### src/rtl/cpu_ctrl_pkg.sv
// Shared definitions for the cpu control-word path: word width, y-bit indices,
// the instruction-start mask and the even-parity helper.
package cpu_ctrl_pkg;

    localparam int CW_W = 29;

    localparam int CW_Y1  = 0;  localparam int CW_Y2  = 1;  localparam int CW_Y3  = 2;
    localparam int CW_Y4  = 3;  localparam int CW_Y5  = 4;  localparam int CW_Y6  = 5;
    localparam int CW_Y7  = 6;  localparam int CW_Y8  = 7;  localparam int CW_Y9  = 8;
    localparam int CW_Y10 = 9;  localparam int CW_Y11 = 10; localparam int CW_Y12 = 11;
    localparam int CW_Y13 = 12; localparam int CW_Y14 = 13; localparam int CW_Y15 = 14;
    localparam int CW_Y16 = 15; localparam int CW_Y17 = 16; localparam int CW_Y18 = 17;
    localparam int CW_Y19 = 18; localparam int CW_Y20 = 19; localparam int CW_Y21 = 20;
    localparam int CW_Y22 = 21; localparam int CW_Y23 = 22; localparam int CW_Y24 = 23;
    localparam int CW_Y25 = 24; localparam int CW_Y26 = 25; localparam int CW_Y27 = 26;
    localparam int CW_Y28 = 27; localparam int CW_Y29 = 28;

    // y1 or y2 set marks the first micro-op of an instruction
    localparam logic [CW_W-1:0] CW_START_MASK =
        (CW_W'(1) << CW_Y1) | (CW_W'(1) << CW_Y2);

    function automatic logic cw_even_parity(input logic [CW_W-1:0] cw);
        return ^cw;
    endfunction

endpackage

### src/rtl/cpu_cw_fifo_mem.sv
// Unreset register array for the control-word queue: one synchronous write
// port and one asynchronous read port.
module cpu_cw_fifo_mem #(
    parameter int DEPTH = 4,
    parameter int W     = 29
) (
    input  logic                     clk,
    input  logic                     we,
    input  logic [$clog2(DEPTH)-1:0] waddr,
    input  logic [W-1:0]             wdata,
    input  logic [$clog2(DEPTH)-1:0] raddr,
    output logic [W-1:0]             rdata
);

    logic [W-1:0] mem_q [DEPTH];

    // Storage write
    always_ff @(posedge clk) begin
        if (we) begin
            mem_q[waddr] <= wdata;
        end
    end

    assign rdata = mem_q[raddr];

endmodule

### src/rtl/cpu_cw_issue_queue.sv
// Issue queue between the cpu control FSM and the datapath (valid/ready).
// Optional per-entry parity output enabled by defining CPU_CW_PARITY_EN.
module cpu_cw_issue_queue
    import cpu_ctrl_pkg::*;
#(
    parameter int DEPTH = 4,
    parameter int CNT_W = 16
) (
    input  logic                       clk,
    input  logic                       rst,
    input  logic [CW_W-1:0]            cw_in,
    input  logic                       flush,
    output logic [CW_W-1:0]            cw_out,
    output logic                       cw_vld,
    input  logic                       cw_rdy,
    output logic                       full,
    output logic                       empty,
    output logic [$clog2(DEPTH):0]     level,
    output logic                       ovf,
    output logic [CNT_W-1:0]           instr_cnt
`ifdef CPU_CW_PARITY_EN
    ,
    output logic                       cw_par
`endif
);

    localparam int PTR_W = $clog2(DEPTH);
    localparam int LVL_W = PTR_W + 1;
`ifdef CPU_CW_PARITY_EN
    localparam int MEM_W = CW_W + 1;
`else
    localparam int MEM_W = CW_W;
`endif

    logic [PTR_W-1:0] wr_ptr_q, wr_ptr_d, rd_ptr_q, rd_ptr_d;
    logic [LVL_W-1:0] count_q, count_d;
    logic             vld_q, vld_d;
    logic             ovf_q, ovf_d;
    logic [CNT_W-1:0] icnt_q, icnt_d;
    logic             push_req_s, pop_s, push_ok_s, we_s;
    logic [MEM_W-1:0] wr_data_s, rd_data_s;

    assign full  = (count_q == LVL_W'(DEPTH));
    assign empty = (count_q == LVL_W'(0));
    assign level = count_q;

    assign push_req_s = |cw_in;
    assign pop_s      = vld_q & cw_rdy;
    assign push_ok_s  = push_req_s & (~full | pop_s);
    assign we_s       = push_ok_s & ~flush;

`ifdef CPU_CW_PARITY_EN
    assign wr_data_s = {cw_even_parity(cw_in), cw_in};
    assign cw_par    = vld_q ? rd_data_s[CW_W] : 1'b0;
`else
    assign wr_data_s = cw_in;
`endif

    cpu_cw_fifo_mem #(.DEPTH(DEPTH), .W(MEM_W)) u_mem (
        .clk   (clk),
        .we    (we_s),
        .waddr (wr_ptr_q),
        .wdata (wr_data_s),
        .raddr (rd_ptr_q),
        .rdata (rd_data_s)
    );

    // Head word is forced to zero whenever the queue is empty
    assign cw_out    = vld_q ? rd_data_s[CW_W-1:0] : CW_W'(0);
    assign cw_vld    = vld_q;
    assign ovf       = ovf_q;
    assign instr_cnt = icnt_q;

    // Next-state for pointers, occupancy, drop flag and instruction counter
    always_comb begin
        wr_ptr_d = wr_ptr_q;
        rd_ptr_d = rd_ptr_q;
        count_d  = count_q;
        ovf_d    = ovf_q;
        icnt_d   = icnt_q;
        if (flush) begin
            wr_ptr_d = PTR_W'(0);
            rd_ptr_d = PTR_W'(0);
            count_d  = LVL_W'(0);
        end else begin
            if (push_ok_s) begin
                wr_ptr_d = wr_ptr_q + PTR_W'(1);
                if ((cw_in & CW_START_MASK) != CW_W'(0)) begin
                    icnt_d = icnt_q + CNT_W'(1);
                end else begin
                    icnt_d = icnt_q;
                end
            end else begin
                ovf_d = ovf_q | push_req_s;
            end
            if (pop_s) begin
                rd_ptr_d = rd_ptr_q + PTR_W'(1);
            end else begin
                rd_ptr_d = rd_ptr_q;
            end
            count_d = count_q + LVL_W'(push_ok_s) - LVL_W'(pop_s);
        end
        vld_d = (count_d != LVL_W'(0));
    end

    // State registers
    always_ff @(posedge clk or posedge rst) begin
        if (rst) begin
            wr_ptr_q <= PTR_W'(0);
            rd_ptr_q <= PTR_W'(0);
            count_q  <= LVL_W'(0);
            vld_q    <= 1'b0;
            ovf_q    <= 1'b0;
            icnt_q   <= CNT_W'(0);
        end else begin
            wr_ptr_q <= wr_ptr_d;
            rd_ptr_q <= rd_ptr_d;
            count_q  <= count_d;
            vld_q    <= vld_d;
            ovf_q    <= ovf_d;
            icnt_q   <= icnt_d;
        end
    end

endmodule
### config.mk
export PLATFORM = sky130hd
export DESIGN_NAME = cpu_cw_issue_queue
export DESIGN_NICKNAME = d
export VERILOG_FILES = /design/src/rtl/cpu_ctrl_pkg.sv /design/src/rtl/cpu_cw_fifo_mem.sv /design/src/rtl/cpu_cw_issue_queue.sv
export SDC_FILE = /design/constraint.sdc
export NUM_CORES = 1
export LEC_CHECK = 0
export CELL_PAD_IN_SITES_DETAIL_PLACEMENT = 1
export CELL_PAD_IN_SITES_GLOBAL_PLACEMENT = 1
export CORE_MARGIN = 3
export CORE_UTILIZATION = 46
export CTS_CLUSTER_DIAMETER = 50
export DETAILED_ROUTE_END_ITERATION = 8
export PLACE_DENSITY = 0.79
export RECOVER_POWER = 50
export SYNTH_ARGS = -nofsm -noshare
export SYNTH_HDL_FRONTEND = slang
export SYNTH_SLANG_ARGS = --single-unit
export TNS_END_PERCENT = 30
### constraint.sdc
create_clock -name clk -period 5.6 [get_ports clk]
set_input_delay 1.12 -clock clk [delete_from_list [all_inputs] [get_ports clk]]
set_output_delay 1.12 -clock clk [all_outputs]
set_load 0.02 [all_outputs]
==> impl_metrics.yaml <==
run_status:
  outcome: "finished with violations"
  violations: "max-capacitance violations, max-slew violations"
logic_synthesis:
  synthFlopType: "edfxtp_1"
  synth_nets: 346
  synth_area_sq_um: 5740
  ys_ff_latch: 141
  synth_area_leaders: "edfxtp_1 (61%), mux4_2 (11%), dfrtp_1 (11%)"
  async_flop_share_pct: 17.7
  synthCells: 306
  synth_edf_count: 116
  synth_warnings: 0
  synth_cell_types: 39
  yosysSeqAreaShare_pct: 71.6
  yosysTopAreaCellShare_pct: 60.7
  avgSynthCellArea_sq_um: 18.8
  yosysTopAreaCell: "edfxtp_1"
clock_network:
  cts_resized: 0
  clk_latency_ns: 0.42
  path_clk_slew_ns: 0.06
  cts.sinks: 141
  cts_hold_buf: 0
  htreeDepth: 4
  clockRootBuffer: "clkbuf_16"
  cts_setup_buffers: 0
  clockBufferDepth: 2
  tritoncts: "built"
  cts_buffers: 17
grt:
  grt_pass1_vias: 3633
  grt_pass1_wl_mm: 21.1
  use_met2_pct: 34.4
  track_usage_pct: 20.4
  use_met1_pct: 25.3
  gr-usage-met3_pct: 6.01
  antenna_found_initial: 0
  grt-busiest-layer: "met2"
  grt_overflow: 0
  grt_max_degree: 33
critical_path:
  worstPathRequired_ns: 4.48
  worstSetupEndpointType: "output port"
  crit_fanout: 31
  timing.rr.start: "cw_vld"
  r2r_cells: 4
  critPathKind: "reg2out"
  start_kind: "register"
  r2r_slack_ns: 1.98
  r2r-end: "instr_cnt[14]"
  slowest_delay_ns: 1.09
  cp_slowest_cell: "dfrtp_2"
  cp.arrival_ns: 2.88
  path_cells: "mux4_2 > and2_1 > clkdlybuf4s50_1"
power:
  cellLeakagePower_nw: 2.57
  p_sw_share_pct: 29.5
  power.share.clock_pct: 32.7
  power_frac_seq_pct: 41.2
  ir_drop_mv: 0.276
  powerDensity_nw_per_um2: 484
  p_comb_share_pct: 26.1
  p_sw_mw: 1.06
  p_int_mw: 2.53
drt:
  vias_per_cell: 5.41
  routed_wl_mm: 13.1
  wl_per_cell_um: 22.3
  drc: 0
  dr.pass1.iters: 4
  vias: 3171
  final_antenna_net_count: 0
  drt_iter0_markers: 263
floorplan:
  coreArea_sq_um: 12100
  initial_core_util_pct: 47.4
  rows: 40
  ios: 85
  die_h_um: 118
  dieArea_sq_um: 13800
  die_w_um: 118
placed_design:
  globalplace.congestion: 0.741
  dp_hpwl_mm: 7.70
  port_buffers: 84
timing:
  fin_crit_sh_pct: 71.5
  tightest_slew_ns: 1.93
  rsz0062_at_grt: "false"
  hold_viol: 0
  skew_ns: 0.0111
  fin_tns_setup_ns: 0
  finalMaxSlewViolations: 7
  setup_viol: 0
  slew_headroom_pct: -32.1
  period_needed_ns: 4.00
  fmax_ghz: 0.250
finish:
  mostFrequentLayoutCells: "edfxtp_1 (116), dlygate4sd3_1 (48), clkdlybuf4s50_1 (36)"
  fin_nets: 445
  fillers: 1093
  antennaDiodeCount: 0
  mostFrequentLayoutCell: "edfxtp_1"
  multi_input_area_sq_um: 1550
  register_area_sq_um: 4110
  final_core_util_pct: 61.2
  syn_to_final_growth_pct: 29.2
  drive_gt1_share_pct: 19.6
hold_path:
  hold_class: "reg2reg"
  min-delay-start: "instr_cnt[10]"
  min_to: "instr_cnt[10]"
  whs_path_depth: 1
flow_run:
  maxCapViolCount: 1
cells by family (layout without fill, tap and decap cells):
group                    after synthesis  count (layout)  share of synthesized area [%]
adder cells (fa/ha/maj)                7               7                           1.66
AND/OR/NAND/NOR                       82              82                           9.05
multiplexers                          31              31                           11.8
AO/OA/AOI/OAI                          9               9                           1.74
flip-flops                           141             141                           71.6
XOR/XNOR                              19              19                           2.90
buffers and inverters                 17             129                           1.20
worst max-delay path, delay by kind of cell, from the launching register on:
| kind | cells | cell delay (ns) |
|---|---|---|
| buf+inv | 1 | 0.55 |
| mux | 1 | 0.63 |
| simple gates | 1 | 0.20 |
| flops | 1 | 1.09 |
how the worst max path moves through the flow:
stage               depth (start not counted)   startpoint                end
floorplan                                   3        flush  u_mem.mem_q[0][0]
global placement                           11     cw_in[1]             cw_vld
detailed placement                         11     cw_in[0]             cw_vld
CTS                                         3  rd_ptr_q[0]         cw_out[11]
global route                                3  rd_ptr_q[0]         cw_out[11]
finish                                      3  rd_ptr_q[0]         cw_out[11]
Yosys cell counts (2+ instances only):
cell	instances
nor2_1	8
xnor2_1	14
buf_2	3
o31ai_1	2
and2_1	32
nand3_1	7
nor4_1	6
ha_1	6
nand2_1	7
and4_1	2
dfrtp_1	25
xor2_1	5
nor3_1	3
clkbuf_1	7
mux4_2	29
inv_1	6
nor4b_1	4
edfxtp_1	116
nand4_1	4
sequential cells by signal, indices dropped and copies added (netlist names):
signal and cells:
rd_ptr_q 2, u_mem.mem_q 116, cw_vld 1, ovf 1, wr_ptr_q 2, level 3, instr_cnt 16
cell type report:
type,instances,area share [%]
Inverter,6,0.304
Sequential cell,141,55.4
Timing Repair Buffer,91,12.1
Clock buffer,17,5.74
Multi-Input combinational cell,148,21.0
Tap cell,168,2.84
Clock inverter,15,2.67
through the flow:
step	instance area (sq um)	total power, mW	cells	hold slack, ns	setup slack [ns]
final	7410	3.59	586	0.480	1.60
after detailed placement	6820	2.45	554	0.483	1.27
after floorplan	5740	2.01	306	0.577	0.470
after global placement	6820	2.43	554	0.468	1.37
after CTS	7440	3.66	586	0.494	1.50
after global routing	7410	3.75	586	0.523	1.39
per-layer routing:
layer / wire, um / part of all wire (%)
met1: 5550 / 42
met2: 6860 / 52
met3: 491 / 3.8
met4: 177 / 1.4
met5: 0 / 0
power by group through the flow:
stage | Combinational (mW) | Sequential (mW) | Clock, mW
6_report | 0.938 | 1.48 | 1.17
5_1_grt | 1.00 | 1.50 | 1.25
4_1_cts | 0.974 | 1.49 | 1.20
3_5_place_dp | 0.958 | 1.50 | 0
3_3_place_gp | 0.942 | 1.49 | 0
2_1_floorplan | 0.564 | 1.45 | 0
No activity file was read; power rests on OpenSTA's default activity.
